<file path="config.mk">
export PLATFORM = sky130hd
export DESIGN_NAME = per_uart_tx
export DESIGN_NICKNAME = d
export VERILOG_FILES = /design/src/rtl/per_uart_pkg.sv /design/src/rtl/per_sync_fifo.sv /design/src/rtl/per_uart_tx.sv
export SDC_FILE = /design/constraint.sdc
export NUM_CORES = 1
export LEC_CHECK = 0
export ABC_CLOCK_PERIOD_IN_PS = 6650
export BUFFER_PORTS_ARGS = -buffer_cell sky130_fd_sc_hd__buf_4
export CORE_MARGIN = 3
export CORE_UTILIZATION = 28
export DETAILED_ROUTE_END_ITERATION = 16
export PLACE_DENSITY_LB_ADDON = 0.2
export SLEW_MARGIN = 5
export SYNTH_ARGS = -nofsm -noshare
export SYNTH_HDL_FRONTEND = slang
export SYNTH_SLANG_ARGS = --single-unit
</file>
<file path="constraint.sdc">
create_clock -name clk -period 6.65 [get_ports clk]
set_clock_uncertainty 0.1 [all_clocks]
set_input_delay 1.33 -clock clk [delete_from_list [all_inputs] [get_ports clk]]
set_output_delay 1.33 -clock clk [all_outputs]
set_load 0.05 [all_outputs]
</file>
<file path="src/rtl/per_uart_pkg.sv">
// -----------------------------------------------------------------------------
// per_uart_pkg
// Shared definitions for the memory-mapped UART transmitter:
//   - word offsets of the four registers inside the decoded window
//   - bit positions of the CTRL and STATUS fields
//   - transmitter FSM state encoding
// -----------------------------------------------------------------------------
package per_uart_pkg;

   // Register word offsets (per_addr[1:0])
   localparam logic [1:0] REG_CTRL   = 2'd0;
   localparam logic [1:0] REG_STATUS = 2'd1;
   localparam logic [1:0] REG_BAUD   = 2'd2;
   localparam logic [1:0] REG_TXDATA = 2'd3;

   // CTRL bit positions
   localparam int CTRL_EN = 0;
   localparam int CTRL_IE = 1;

   // STATUS bit positions
   localparam int STATUS_BUSY  = 0;
   localparam int STATUS_FULL  = 1;
   localparam int STATUS_EMPTY = 2;
   localparam int STATUS_OVF   = 3;

   // Serial frame sequencer: 8N1, one state per frame section
   typedef enum logic [1:0] {
      TX_IDLE  = 2'd0,
      TX_START = 2'd1,
      TX_DATA  = 2'd2,
      TX_STOP  = 2'd3
   } tx_state_e;

endpackage : per_uart_pkg

</file>
<file path="src/rtl/per_sync_fifo.sv">
// -----------------------------------------------------------------------------
// per_sync_fifo
// Single-clock FIFO with first-word fall-through read port (dout always shows
// the head entry). A push while full is accepted only when a pop happens in
// the same cycle; otherwise it is silently dropped (the parent flags overflow).
//
// Ports
//   clk     in   1                 clock
//   rstbar  in   1                 asynchronous active-low reset (empties FIFO)
//   push    in   1                 write din at the tail
//   din     in   WIDTH             write data
//   pop     in   1                 remove head entry (ignored when empty)
//   dout    out  WIDTH             head entry
//   full    out  1                 count == DEPTH
//   empty   out  1                 count == 0
//   count   out  clog2(DEPTH+1)    number of stored entries, 0..DEPTH
// -----------------------------------------------------------------------------
module per_sync_fifo #(
   parameter int WIDTH = 8,
   parameter int DEPTH = 4      // power of 2, >= 2
) (
   input  logic                       clk,
   input  logic                       rstbar,
   input  logic                       push,
   input  logic [WIDTH-1:0]           din,
   input  logic                       pop,
   output logic [WIDTH-1:0]           dout,
   output logic                       full,
   output logic                       empty,
   output logic [$clog2(DEPTH+1)-1:0] count
);

   localparam int AW = $clog2(DEPTH);
   localparam int CW = $clog2(DEPTH+1);

   logic [WIDTH-1:0] mem [DEPTH];
   logic [AW-1:0]    wr_ptr;
   logic [AW-1:0]    rd_ptr;
   logic [CW-1:0]    cnt;
   logic             do_push;
   logic             do_pop;

   assign empty   = (cnt == '0);
   assign full    = (cnt == CW'(DEPTH));
   assign count   = cnt;
   assign dout    = mem[rd_ptr];

   // A pop frees a slot in the same cycle, so a push on a full FIFO is still
   // accepted when it coincides with a pop.
   assign do_pop  = pop & ~empty;
   assign do_push = push & (~full | do_pop);

   // NOTE: storage has no reset; only pointers/count are reset, and an entry is
   // never read before it has been written, so resetting the array would only
   // add reset fan-out and block RAM inference.
   always_ff @(posedge clk) begin
      if (do_push) begin
         mem[wr_ptr] <= din;
      end
   end

   // NOTE: sequential state uses non-blocking assignments so every register
   // samples the pre-edge values, independent of statement order.
   always_ff @(posedge clk or negedge rstbar) begin
      if (!rstbar) begin
         wr_ptr <= '0;
         rd_ptr <= '0;
         cnt    <= '0;
      end else begin
         // Pointers are exactly log2(DEPTH) bits wide, so they wrap naturally.
         if (do_push) wr_ptr <= wr_ptr + AW'(1);
         if (do_pop)  rd_ptr <= rd_ptr + AW'(1);
         case ({do_push, do_pop})
            2'b10:   cnt <= cnt + CW'(1);
            2'b01:   cnt <= cnt - CW'(1);
            default: cnt <= cnt;
         endcase
      end
   end

endmodule : per_sync_fifo

</file>
<file path="src/rtl/per_uart_tx.sv">
// -----------------------------------------------------------------------------
// per_uart_tx
// Memory-mapped UART transmitter on the openMSP430 peripheral bus. The core
// writes bytes into a small TX FIFO; the block serialises them as 8N1 frames,
// LSB first, on txd. per_dout is zero unless this block is being read, so it
// can be ORed with the other peripherals' read data.
//
// Register map (word offset from BASE_ADDR)
//   0 CTRL    {14'b0, IE, EN}                    R/W
//   1 STATUS  {12'b0, OVF, EMPTY, FULL, BUSY}    write 1 to OVF clears it
//   2 BAUD    bit time = BAUD+1 clk cycles       R/W
//   3 TXDATA  write [7:0] pushes a byte          reads 0
//
// Ports
//   clk       in   1    system clock
//   rstbar    in   1    asynchronous active-low reset
//   per_en    in   1    peripheral access strobe
//   per_we    in   2    byte write enables ([0]=7:0, [1]=15:8); 0 = read
//   per_addr  in   8    peripheral word address
//   per_din   in   16   write data
//   per_dout  out  16   read data, 0 when not read
//   txd       out  1    serial output, idle high
//   tx_irq    out  1    level interrupt: IE & FIFO empty & not busy
// -----------------------------------------------------------------------------
module per_uart_tx
   import per_uart_pkg::*;
#(
   parameter logic [7:0]  BASE_ADDR  = 8'h08,
   parameter int          FIFO_DEPTH = 4,
   parameter logic [15:0] BAUD_RST   = 16'd433
) (
   input  logic        clk,
   input  logic        rstbar,
   input  logic        per_en,
   input  logic [1:0]  per_we,
   input  logic [7:0]  per_addr,
   input  logic [15:0] per_din,
   output logic [15:0] per_dout,
   output logic        txd,
   output logic        tx_irq
);

   localparam int CNT_W = $clog2(FIFO_DEPTH+1);

   // ---------------------------------------------------------------- decode
   logic       sel;
   logic       rd;
   logic       wr_lo;
   logic       wr_hi;
   logic [1:0] reg_off;

   assign sel     = per_en & (per_addr[7:2] == BASE_ADDR[7:2]);
   assign reg_off = per_addr[1:0];
   assign rd      = sel & (per_we == 2'b00);
   assign wr_lo   = sel & per_we[0];
   assign wr_hi   = sel & per_we[1];

   // ------------------------------------------------------------ registers
   logic        ctrl_en;
   logic        ctrl_ie;
   logic [15:0] baud;
   logic        ovf;
   logic        ovf_set;
   logic        ovf_clr;

   // ------------------------------------------------------------ TX FIFO
   logic             tx_push;
   logic             fifo_pop;
   logic [7:0]       fifo_dout;
   logic             fifo_full;
   logic             fifo_empty;
   logic [CNT_W-1:0] fifo_count;

   // Only the low byte lane carries TX data; a high-lane-only write is ignored.
   assign tx_push = wr_lo & (reg_off == REG_TXDATA);

   // A push is lost only when the FIFO is full and nothing leaves this cycle.
   assign ovf_set = tx_push & (fifo_count == CNT_W'(FIFO_DEPTH)) & ~fifo_pop;
   assign ovf_clr = wr_lo & (reg_off == REG_STATUS) & per_din[STATUS_OVF];

   per_sync_fifo #(
      .WIDTH (8),
      .DEPTH (FIFO_DEPTH)
   ) u_fifo (
      .clk    (clk),
      .rstbar (rstbar),
      .push   (tx_push),
      .din    (per_din[7:0]),
      .pop    (fifo_pop),
      .dout   (fifo_dout),
      .full   (fifo_full),
      .empty  (fifo_empty),
      .count  (fifo_count)
   );

   always_ff @(posedge clk or negedge rstbar) begin
      if (!rstbar) begin
         ctrl_en <= 1'b0;
         ctrl_ie <= 1'b0;
         baud    <= BAUD_RST;
         ovf     <= 1'b0;
      end else begin
         if (wr_lo && (reg_off == REG_CTRL)) begin
            ctrl_en <= per_din[CTRL_EN];
            ctrl_ie <= per_din[CTRL_IE];
         end
         if (wr_lo && (reg_off == REG_BAUD)) baud[7:0]  <= per_din[7:0];
         if (wr_hi && (reg_off == REG_BAUD)) baud[15:8] <= per_din[15:8];
         // A fresh overflow wins over a simultaneous clear so it is never missed.
         if (ovf_set)      ovf <= 1'b1;
         else if (ovf_clr) ovf <= 1'b0;
      end
   end

   // ---------------------------------------------------------- serialiser
   tx_state_e   state;
   tx_state_e   state_nxt;
   logic [15:0] baud_cnt;
   logic [15:0] baud_lat;   // bit time frozen for the whole frame
   logic [2:0]  bit_idx;
   logic [7:0]  shift;
   logic        bit_end;
   logic        frame_rdy;
   logic        busy;

   assign bit_end   = (baud_cnt == baud_lat);
   assign frame_rdy = ctrl_en & ~fifo_empty;

   // State register
   always_ff @(posedge clk or negedge rstbar) begin
      if (!rstbar) state <= TX_IDLE;
      else         state <= state_nxt;
   end

   // Next state; the pop is the IDLE->START / STOP->START transition itself,
   // so back-to-back frames leave no idle cycle between stop and start.
   always_comb begin
      state_nxt = state;
      fifo_pop  = 1'b0;
      case (state)
         TX_IDLE: begin
            if (frame_rdy) begin
               fifo_pop  = 1'b1;
               state_nxt = TX_START;
            end
         end
         TX_START: begin
            if (bit_end) state_nxt = TX_DATA;
         end
         TX_DATA: begin
            if (bit_end && (bit_idx == 3'd7)) state_nxt = TX_STOP;
         end
         TX_STOP: begin
            if (bit_end) begin
               if (frame_rdy) begin
                  fifo_pop  = 1'b1;
                  state_nxt = TX_START;
               end else begin
                  state_nxt = TX_IDLE;
               end
            end
         end
         default: state_nxt = TX_IDLE;
      endcase
   end

   // Outputs decoded from state
   always_comb begin
      txd  = 1'b1;
      busy = (state != TX_IDLE);
      case (state)
         TX_START: txd = 1'b0;
         TX_DATA:  txd = shift[0];
         default:  txd = 1'b1;
      endcase
   end

   // Bit timing and shift register
   always_ff @(posedge clk or negedge rstbar) begin
      if (!rstbar) begin
         baud_cnt <= '0;
         baud_lat <= BAUD_RST;
         bit_idx  <= '0;
         shift    <= 8'hFF;
      end else if (fifo_pop) begin
         shift    <= fifo_dout;
         baud_lat <= baud;
         baud_cnt <= '0;
         bit_idx  <= '0;
      end else if (state != TX_IDLE) begin
         if (bit_end) begin
            baud_cnt <= '0;
            if (state == TX_DATA) begin
               shift   <= {1'b1, shift[7:1]};
               bit_idx <= bit_idx + 3'd1;   // wraps to 0 after bit 7
            end
         end else begin
            baud_cnt <= baud_cnt + 16'd1;
         end
      end
   end

   assign tx_irq = ctrl_ie & fifo_empty & ~busy;

   // ------------------------------------------------------------ read mux
   // NOTE: every output of this block is given a default before the case, so
   // no path leaves a value held and no latch is inferred.
   always_comb begin
      per_dout = 16'h0000;
      if (rd) begin
         case (reg_off)
            REG_CTRL: begin
               per_dout[CTRL_EN] = ctrl_en;
               per_dout[CTRL_IE] = ctrl_ie;
            end
            REG_STATUS: begin
               per_dout[STATUS_BUSY]  = busy;
               per_dout[STATUS_FULL]  = fifo_full;
               per_dout[STATUS_EMPTY] = fifo_empty;
               per_dout[STATUS_OVF]   = ovf;
            end
            REG_BAUD: per_dout = baud;
            default:  per_dout = 16'h0000;   // TXDATA is write-only
         endcase
      end
   end

endmodule : per_uart_tx

</file>
# Yosys cells after proc, flatten, opt, wreduce, memory -nomap -nowiden
# Memories as Yosys holds them, arrays and structs flattened.
# Cells that the tools add are included.
# word_totals
n_memories,1
inputBits,29
output_inout_bits,18
register_bits,71
ram_bits,32
word_cells,101
# op_classes
n_bitwise,19
reduce_logical,16
eq_ne,16
addsub,6
n_mux,30
# mem_list
name,depth,width,rd,rd_ports_with_merged_regs,wr,line,text
u_fifo.mem,4,8,1,0,1,per_sync_fifo.sv:36,logic [WIDTH-1:0] mem [DEPTH];
# op_table
cell,n
two-way mux 16 bit,4
two-way mux 8 bit,4
adder 16 x 1 -> 16 bit (second input constant),1
equality test 16 bit,1
AND 1 bit,14
two-way mux 12 bit,1
two-way mux 3 bit,4
nonzero test 2 bit,6
equality test 2 bit (second input constant),5
two-way mux 2 bit,4
inequality test 2 bit (second input constant),4
one-hot mux 2 bit (4 select lines),1
two-way mux 1 bit,7
adder 3 x 1 -> 3 bit (second input constant),2
equality test 2 x 1 -> 1 bit (second input constant),3
equality test 3 bit (second input constant),2
equality test 6 x 2 -> 1 bit (second input constant),1
logical NOT 2 bit,3
one-hot mux 2 bit (3 select lines),1
one-hot mux 3 bit (2 select lines),1
adder 2 x 1 -> 2 bit (second input constant),2
logical AND 1 bit,4
inverter 1 bit,4
one-hot mux 1 bit (2 select lines),2
other kinds (6),6

# Depth between registers and ports, before layout
# Gate-level depths: netlist of run 1.
# logic_depth
depth_word,11
ltp_mapped,12
mapped_depth_nobuf,10

# Hierarchy
# From an unflattened synthesis of run 1, not the netlist that was laid out.
# unflattened
cells_unflattened,385
area_unflattened_um2,5104.9
# by_module_without_submodules
mod,seq_area_each_um2,n_inst,cells_each,area_per_inst_um2
per_uart_tx,1624.1,1,291,3435.8
per_sync_fifo,1136.1,1,94,1669.1

# Worst setup path before layout of run 1
# No wires, ideal clock.
# synth_path
path_kind,in2out
from,input port per_addr[4]
to,output port per_dout[10]
t_arrival_ns,2.845
path_slack_ns,2.375
path_stages,6
path_buffers,2
required_ns,5.220
cell_sequence,nor4b_1 -> and2_1 -> clkbuf_1 -> and3_1 -> clkbuf_1 -> and2_1
# synth_between
elab_chain_cells,4
# synth_rtl
item,line,text
from (decl),per_uart_tx.sv:36,"input logic [7:0] per_addr,"
equality test 6 x 2 -> 1 bit,per_uart_tx.sv:52,assign sel = per_en & (per_addr[7:2] == BASE_ADDR[7:2]);
AND 1 bit,per_uart_tx.sv:52,
AND 1 bit,per_uart_tx.sv:54,assign rd = sel & (per_we == 2'b00);
two-way mux 16 bit,per_uart_tx.sv:210,if (rd) begin
to (decl),per_uart_tx.sv:38,"output logic [15:0] per_dout,"
# Every way passes these cells.

# Worst setup path in the final report of run 1
# layout_path
from,input port per_addr[4]
to,output port per_dout[4]
# The elaborated chain is that of the path after synthesis.

==> results.json, run 1 <==
{
  "wl_per_cell_um": 14.9,
  "rsz0062_at_grt": "false",
  "h-tree-depth": 3,
  "clock_sinks": 103,
  "cts-buffers-inserted": 9,
  "p_sw_uw": 522,
  "final_common_cell": "nand2_1",
  "vias": 3105,
  "internal_power_mw": 1.16,
  "boundaryPins": 47,
  "grt_max_degree": 72,
  "fillerInstances": 1741,
  "critPathCaptureType": "output pin",
  "min_to": "baud_lat[8]$_DFFE_PN1N_",
  "clk_pin_slew_ps": 60,
  "final_util_pct": 34.1,
  "period_minus_slack_ps": 4420,
  "status": "finished, final reports clean",
  "post-cts-setup-buffers": 0,
  "drt_iter0_markers": 164,
  "path_class": "in -> out",
  "ff2ff_path_depth": 11,
  "grt_usage_pct": 11.6,
  "cp_max_fo": 12,
  "grt_pass1_vias": 3189,
  "drive_gt1_share_pct": 24.7,
  "synth_top_area_share_pct": 27.3,
  "cpPeakStageDelay_ps": 430,
  "synth_fp_nets": 454,
  "cp.arrival_ps": 2990,
  "netlist.top_cell.by_area": "dfrtp_1",
  "cts_root_buffer": "clkbuf_16",
  "grt-ovfl-total": 0,
  "ys_ff_latch": 103,
  "worstMarginPinSlew_ps": 909,
  "power_density_mw_per_mm2": 294,
  "fin_setup_tns_ps": 0,
  "hpwlAfterDp_um": 7230,
  "cts_resized": 0,
  "min_from": "baud_lat[8]$_DFFE_PN1N_",
  "start_util_pct": 28.9,
  "nNetsFinal": 500,
  "path_cells": "buf_4 -> nor4b_1 -> and2_1 -> and3_1 -> and2_1 -> buf_4",
  "syn2layout_area_growth_pct": 17.7,
  "timing.final.crit_share_pct": 66.4,
  "coreArea_mm2": 0.0168,
  "gp_congestion": 0.840,
  "r2r_setup_slack_ps": 3460,
  "dieArea_mm2": 0.0190,
  "synthDistinctLibCells": 41,
  "r2r-end": "u_fifo.count[2]$_DFFE_PN0P_",
  "ys_seq_area_share_pct": 56.7,
  "first_pass_iters": 4,
  "setup_viol": 0,
  "hold_depth": 2,
  "die_h_um": 138,
  "pwr-share-clk_pct": 30.2,
  "slew_headroom_pct": 39.4,
  "p_leak_nw": 2.49,
  "die_w_um": 138,
  "drc": 0,
  "clkLatencyLatePin_ps": 350,
  "slew_viol_final": 0,
  "fp-row-count": 47,
  "synthTopCellsByArea": "dfrtp_1 (27%), edfxtp_1 (20%), dfstp_2 (9.7%), nand2_1 (5.2%), xnor2_1 (4.7%)",
  "max_freq_ghz": 0.226,
  "antenna_found_initial": 0,
  "holdBufCountCts": 0,
  "crit_path_start_kind": "primary input",
  "io_buffer_count": 46,
  "vias_per_cell": 4.58,
  "ir_worst_vdd_v": 0.000174,
  "antenna_cells": 0,
  "cp.required_ps": 5220,
  "p_seq_share_pct": 46.8,
  "syn_inst": 407,
  "syn_area_mm2": 0.00486,
  "avgSynthCellArea_um2": 12.0,
  "hp-class": "reg -> reg",
  "finalHoldViolCount": 0,
  "drv_cap": 0,
  "sw_frac_of_total_pct": 31.1,
  "ys.warnings.count": 0,
  "r2r-start": "state[0]$_DFFE_PN0P_",
  "ant_nets": 0,
  "postRouteWirelength_um": 10100,
  "cts_buffer_depth": 2,
  "worst_path_max_delay_cell": "and3_1",
  "layout_common_cells": "nand2_1 (67), dfrtp_1 (53), buf_4 (48)",
  "grt_pass1_wl_um": 16700,
  "cts_tree": "done",
  "power_frac_comb_pct": 23.1
}
==> area by class of cell <==
type / count / area, um2 / area share (%)
Timing Repair Buffer: 48 / 360 / 6.29
Inverter: 14 / 52.6 / 0.918
Sequential cell: 103 / 2760 / 48.2
Clock buffer: 11 / 243 / 4.24
Multi-Input combinational cell: 277 / 2000 / 34.8
Tap cell: 220 / 275 / 4.81
Clock inverter: 5 / 40.0 / 0.699
==> power groups by stage <==
stage,Combinational [mW],Sequential (mW),Clock (mW)
after floorplan,0.309,0.770,0
after global placement,0.385,0.798,0
after detailed placement,0.393,0.801,0
after CTS,0.395,0.789,0.528
after global routing,0.444,0.798,0.554
final,0.388,0.787,0.507
==> synthesized netlist by cell type, drive strengths merged <==
cell type / n
buf: 8
and4: 1
nor2: 26
fa: 1
nand3: 8
nand3b: 1
a22oi: 2
a21o: 2
a2111oi: 1
clkbuf: 5
nor3b: 1
xor2: 5
edfxtp: 32
mux2i: 12
a222oi: 2
or3: 2
mux2: 21
xnor2: 26
nor3: 5
a21oi: 7
o21ai: 15
inv: 14
mux4: 8
and3: 9
nand4: 9
a22o: 2
and2: 17
nand2: 67
a31oi: 2
ha: 17
o31ai: 3
a32o: 1
nor2b: 1
or2: 1
dfrtp: 53
dfstp: 18
nor4b: 1
nor4: 1
==> registers in the layout, summed over array words and instances, names as in the netlist <==
signal and count:
u_fifo.mem 32, baud 16, baud_cnt 16, baud_lat 16
shift 8, bit_idx 3, u_fifo.count 3, state 2
u_fifo.rd_ptr 2, u_fifo.wr_ptr 2, ctrl_en 1, ctrl_ie 1
ovf 1
==> critical path, delay by kind of cell <==
family / cells / cell delay (ps)
buf+inv: 2 / 330
simple gates: 4 / 1340
==> metrics by stage <==
| step | cells | instance area, um2 | setup WS, ps | power (mW) | hold slack (ps) |
|---|---|---|---|---|---|
| after CTS | 678 | 5730 | 2220 | 1.71 | 369 |
| after global routing | 678 | 5730 | 2130 | 1.79 | 384 |
| after global placement | 662 | 5440 | 2240 | 1.18 | 353 |
| final | 678 | 5730 | 2230 | 1.68 | 368 |
| after floorplan | 407 | 4860 | 2380 | 1.08 | 337 |
| after detailed placement | 662 | 5440 | 2220 | 1.19 | 357 |
==> cells by family after synthesis <==
family                   after synthesis  synth area share (%)
AND/OR/NAND/NOR                      150                  14.6
XOR/XNOR                              31                  5.58
multiplexers                          41                  11.1
AO/OA/AOI/OAI                         37                  4.91
adder cells (fa/ha/maj)               18                  4.78
flip-flops                           103                  56.7
buffers and inverters                 27                  2.24
==> routing by layer <==
metal  track usage, %  vias up  wire length [um]
met3             3.58       11               377
met4             4.01        0               203
met1             14.5     1541              4560
met5                0        -                 0
met2             18.9       48              4940
li1                 -     1505                 -
==> worst max path at each step <==
| stage | start | to | slack [ps] | cells after the start |
|---|---|---|---|---|
| final | per_addr[4] | per_dout[4] | 2230 | 6 |
| after global routing | per_addr[4] | per_dout[4] | 2130 | 6 |
| after CTS | per_addr[4] | per_dout[4] | 2220 | 6 |
| after detailed placement | per_addr[4] | per_dout[4] | 2220 | 6 |
| after global placement | per_addr[4] | per_dout[4] | 2240 | 6 |
| after floorplan | per_addr[4] | per_dout[10] | 2380 | 6 |
(Power assumes the default switching activity.)
==> run 2, diff against run 1 <==
ABC_CLOCK_PERIOD_IN_PS = 3800   (was 6650)
clock period = 3.8 ns   (was 6.65 ns; I/O delays follow)
==> run 2 against run 1 <==
Compared with the run above:
- setup slack got worse by 1700 ps
- cell count did not move
- critical path depth did not move
- critical path type unchanged
- global-route usage rose by 0.34 points
==> results.json, run 2 (synthesis gave the netlist of run 1 again) <==
{
  "setup_slack_ps": 509,
  "syn2layout_area_growth_pct": 17.6,
  "boundaryPins": 47,
  "path_class": "in -> out",
  "gp_congestion": 0.786,
  "drv_cap": 0,
  "internal_power_mw": 2.03,
  "grt_max_degree": 72,
  "pre_cts_ws_ps": 475,
  "postRouteWirelength_um": 10300,
  "cts_buffer_depth": 2,
  "layout.cells.non_filler": 678,
  "top_register": "u_fifo.mem",
  "post-cts-setup-buffers": 0,
  "worst_path_max_delay_cell": "and3_1",
  "clock_sinks": 103,
  "clk_pin_slew_ps": 70,
  "h-tree-depth": 3,
  "fp-row-count": 47,
  "final_util_pct": 34.0,
  "finalHoldViolCount": 0,
  "cp.arrival_ps": 2430,
  "slew_viol_final": 0,
  "p_sw_uw": 905,
  "layout_common_cells": "nand2_1 (67), dfrtp_1 (53), buf_4 (48)",
  "p_leak_nw": 2.48,
  "ant_nets": 0,
  "crit_family": "simple AND/OR/NAND/NOR gates",
  "hp-class": "reg -> reg",
  "period_minus_slack_ps": 3290,
  "path_buf_inv": 2,
  "antenna_cells": 0,
  "io_buffer_count": 46,
  "timing.final.crit_share_pct": 86.6,
  "nNetsFinal": 500,
  "clkLatencyLatePin_ps": 360,
  "cts_tree": "done",
  "first_pass_iters": 4,
  "pwr-share-clk_pct": 30.1,
  "grt_usage_pct": 11.9,
  "cp.required_ps": 2940,
  "ir_worst_vdd_v": 0.000357,
  "sw_frac_of_total_pct": 30.9,
  "holdBufCountCts": 0,
  "antenna_found_initial": 0,
  "rsz0062_at_grt": "false",
  "critPathCaptureType": "output pin",
  "power_density_mw_per_mm2": 512,
  "die_w_um": 138,
  "drt_iter0_markers": 171,
  "status": "finished, final reports clean",
  "p_seq_share_pct": 46.9,
  "cpPeakStageDelay_ps": 430,
  "fin_setup_tns_ps": 0,
  "coreArea_mm2": 0.0168,
  "slew_headroom_pct": 39.4,
  "hpwlAfterDp_um": 7410,
  "vias": 3069,
  "drive_gt1_share_pct": 24.5,
  "cp_max_fo": 12,
  "setup_viol": 0,
  "largest_reg_flops": 32,
  "dieArea_mm2": 0.0190,
  "max_freq_ghz": 0.304,
  "final_common_cell": "nand2_1",
  "vias_per_cell": 4.53,
  "start_util_pct": 28.9,
  "grt_pass1_vias": 3241,
  "die_h_um": 138,
  "worstMarginPinSlew_ps": 908,
  "crit_path_start_kind": "primary input",
  "path_cells": "buf_4 -> nor4b_1 -> and2_1 -> and3_1 -> and2_1 -> buf_4",
  "hold_ws_ps": 367,
  "cts-buffers-inserted": 9,
  "grt_pass1_wl_um": 17100,
  "grt-ovfl-total": 0,
  "cts_root_buffer": "clkbuf_16",
  "power_frac_comb_pct": 23.0,
  "place_inst": 662,
  "cts_resized": 0,
  "drc": 0,
  "wl_per_cell_um": 15.2
}
-- run 2: cell types whose count changed in the layout (fill, tap and decap cells not counted) --
cell,delta
clkinv_4,-1
clkinv_2,-1
inv_6,-1
clkbuf_1,+1
clkinvlp_4,+2
-- run 2: power by group through the flow --
| stage | Sequential, mW | Combinational [mW] | Clock, mW |
|---|---|---|---|
| 6_report | 1.38 | 0.674 | 0.881 |
| 5_1_grt | 1.39 | 0.770 | 0.959 |
| 4_1_cts | 1.38 | 0.691 | 0.917 |
| 3_5_place_dp | 1.40 | 0.687 | 0 |
| 3_3_place_gp | 1.40 | 0.674 | 0 |
| 2_1_floorplan | 1.35 | 0.540 | 0 |
-- run 2: stage by stage --
stage,total power [mW],instance area (um2)
2_1_floorplan,1.89,4860
3_3_place_gp,2.07,5440
3_5_place_dp,2.09,5440
4_1_cts,2.99,5720
5_1_grt,3.12,5720
6_report,2.93,5720
-- run 2: final timing paths --
check                                     startpoint                     endpoint  slack [ps]  cells past startpoint
worst min-delay path             baud[4]$_DFFE_PN1P_      baud_lat[4]$_DFFE_PN1N_         370                      2
max in group asynchronous                     rstbar      baud_lat[9]$_DFFE_PN0N_        2580                      1
worst min register to register   baud[4]$_DFFE_PN1P_      baud_lat[4]$_DFFE_PN1N_         370                      2
min in group asynchronous                     rstbar  u_fifo.count[1]$_DFFE_PN0P_         430                      1
worst max register to register  state[1]$_DFFE_PN0P_  u_fifo.count[2]$_DFFE_PN0P_         940                     10
worst max-delay path                     per_addr[4]                  per_dout[4]         510                      6
-- run 2: area by class of cell --
type / instances / area, um2
clock buffer: 12 / 246
clock inverter: 4 / 32.5
fill: 1725 / 11100
inverter: 14 / 52.6
multi-input combinational: 277 / 2000
sequential: 103 / 2760
tap: 220 / 275
timing repair buffer: 48 / 360
-- run 2: worst reg2reg max path, delay by kind of cell (launching register included) --
kind	cells	cell delay, ps
xor gates and xnor gates	1	140
and+or+nand+nor	2	500
AOI/OAI and AO/OA	3	560
adders and majority gates	2	720
buffers and inverters	2	300
DFF	1	430
-- run 2: layer usage --
metal / vias to the layer above / GRT usage [%] / wire length (um)
met5: - / 0 / 0
met4: 0 / 4.12 / 207
met3: 11 / 3.43 / 245
met2: 27 / 19.7 / 5090
met1: 1529 / 14.9 / 4800
li1: 1502 / - / -
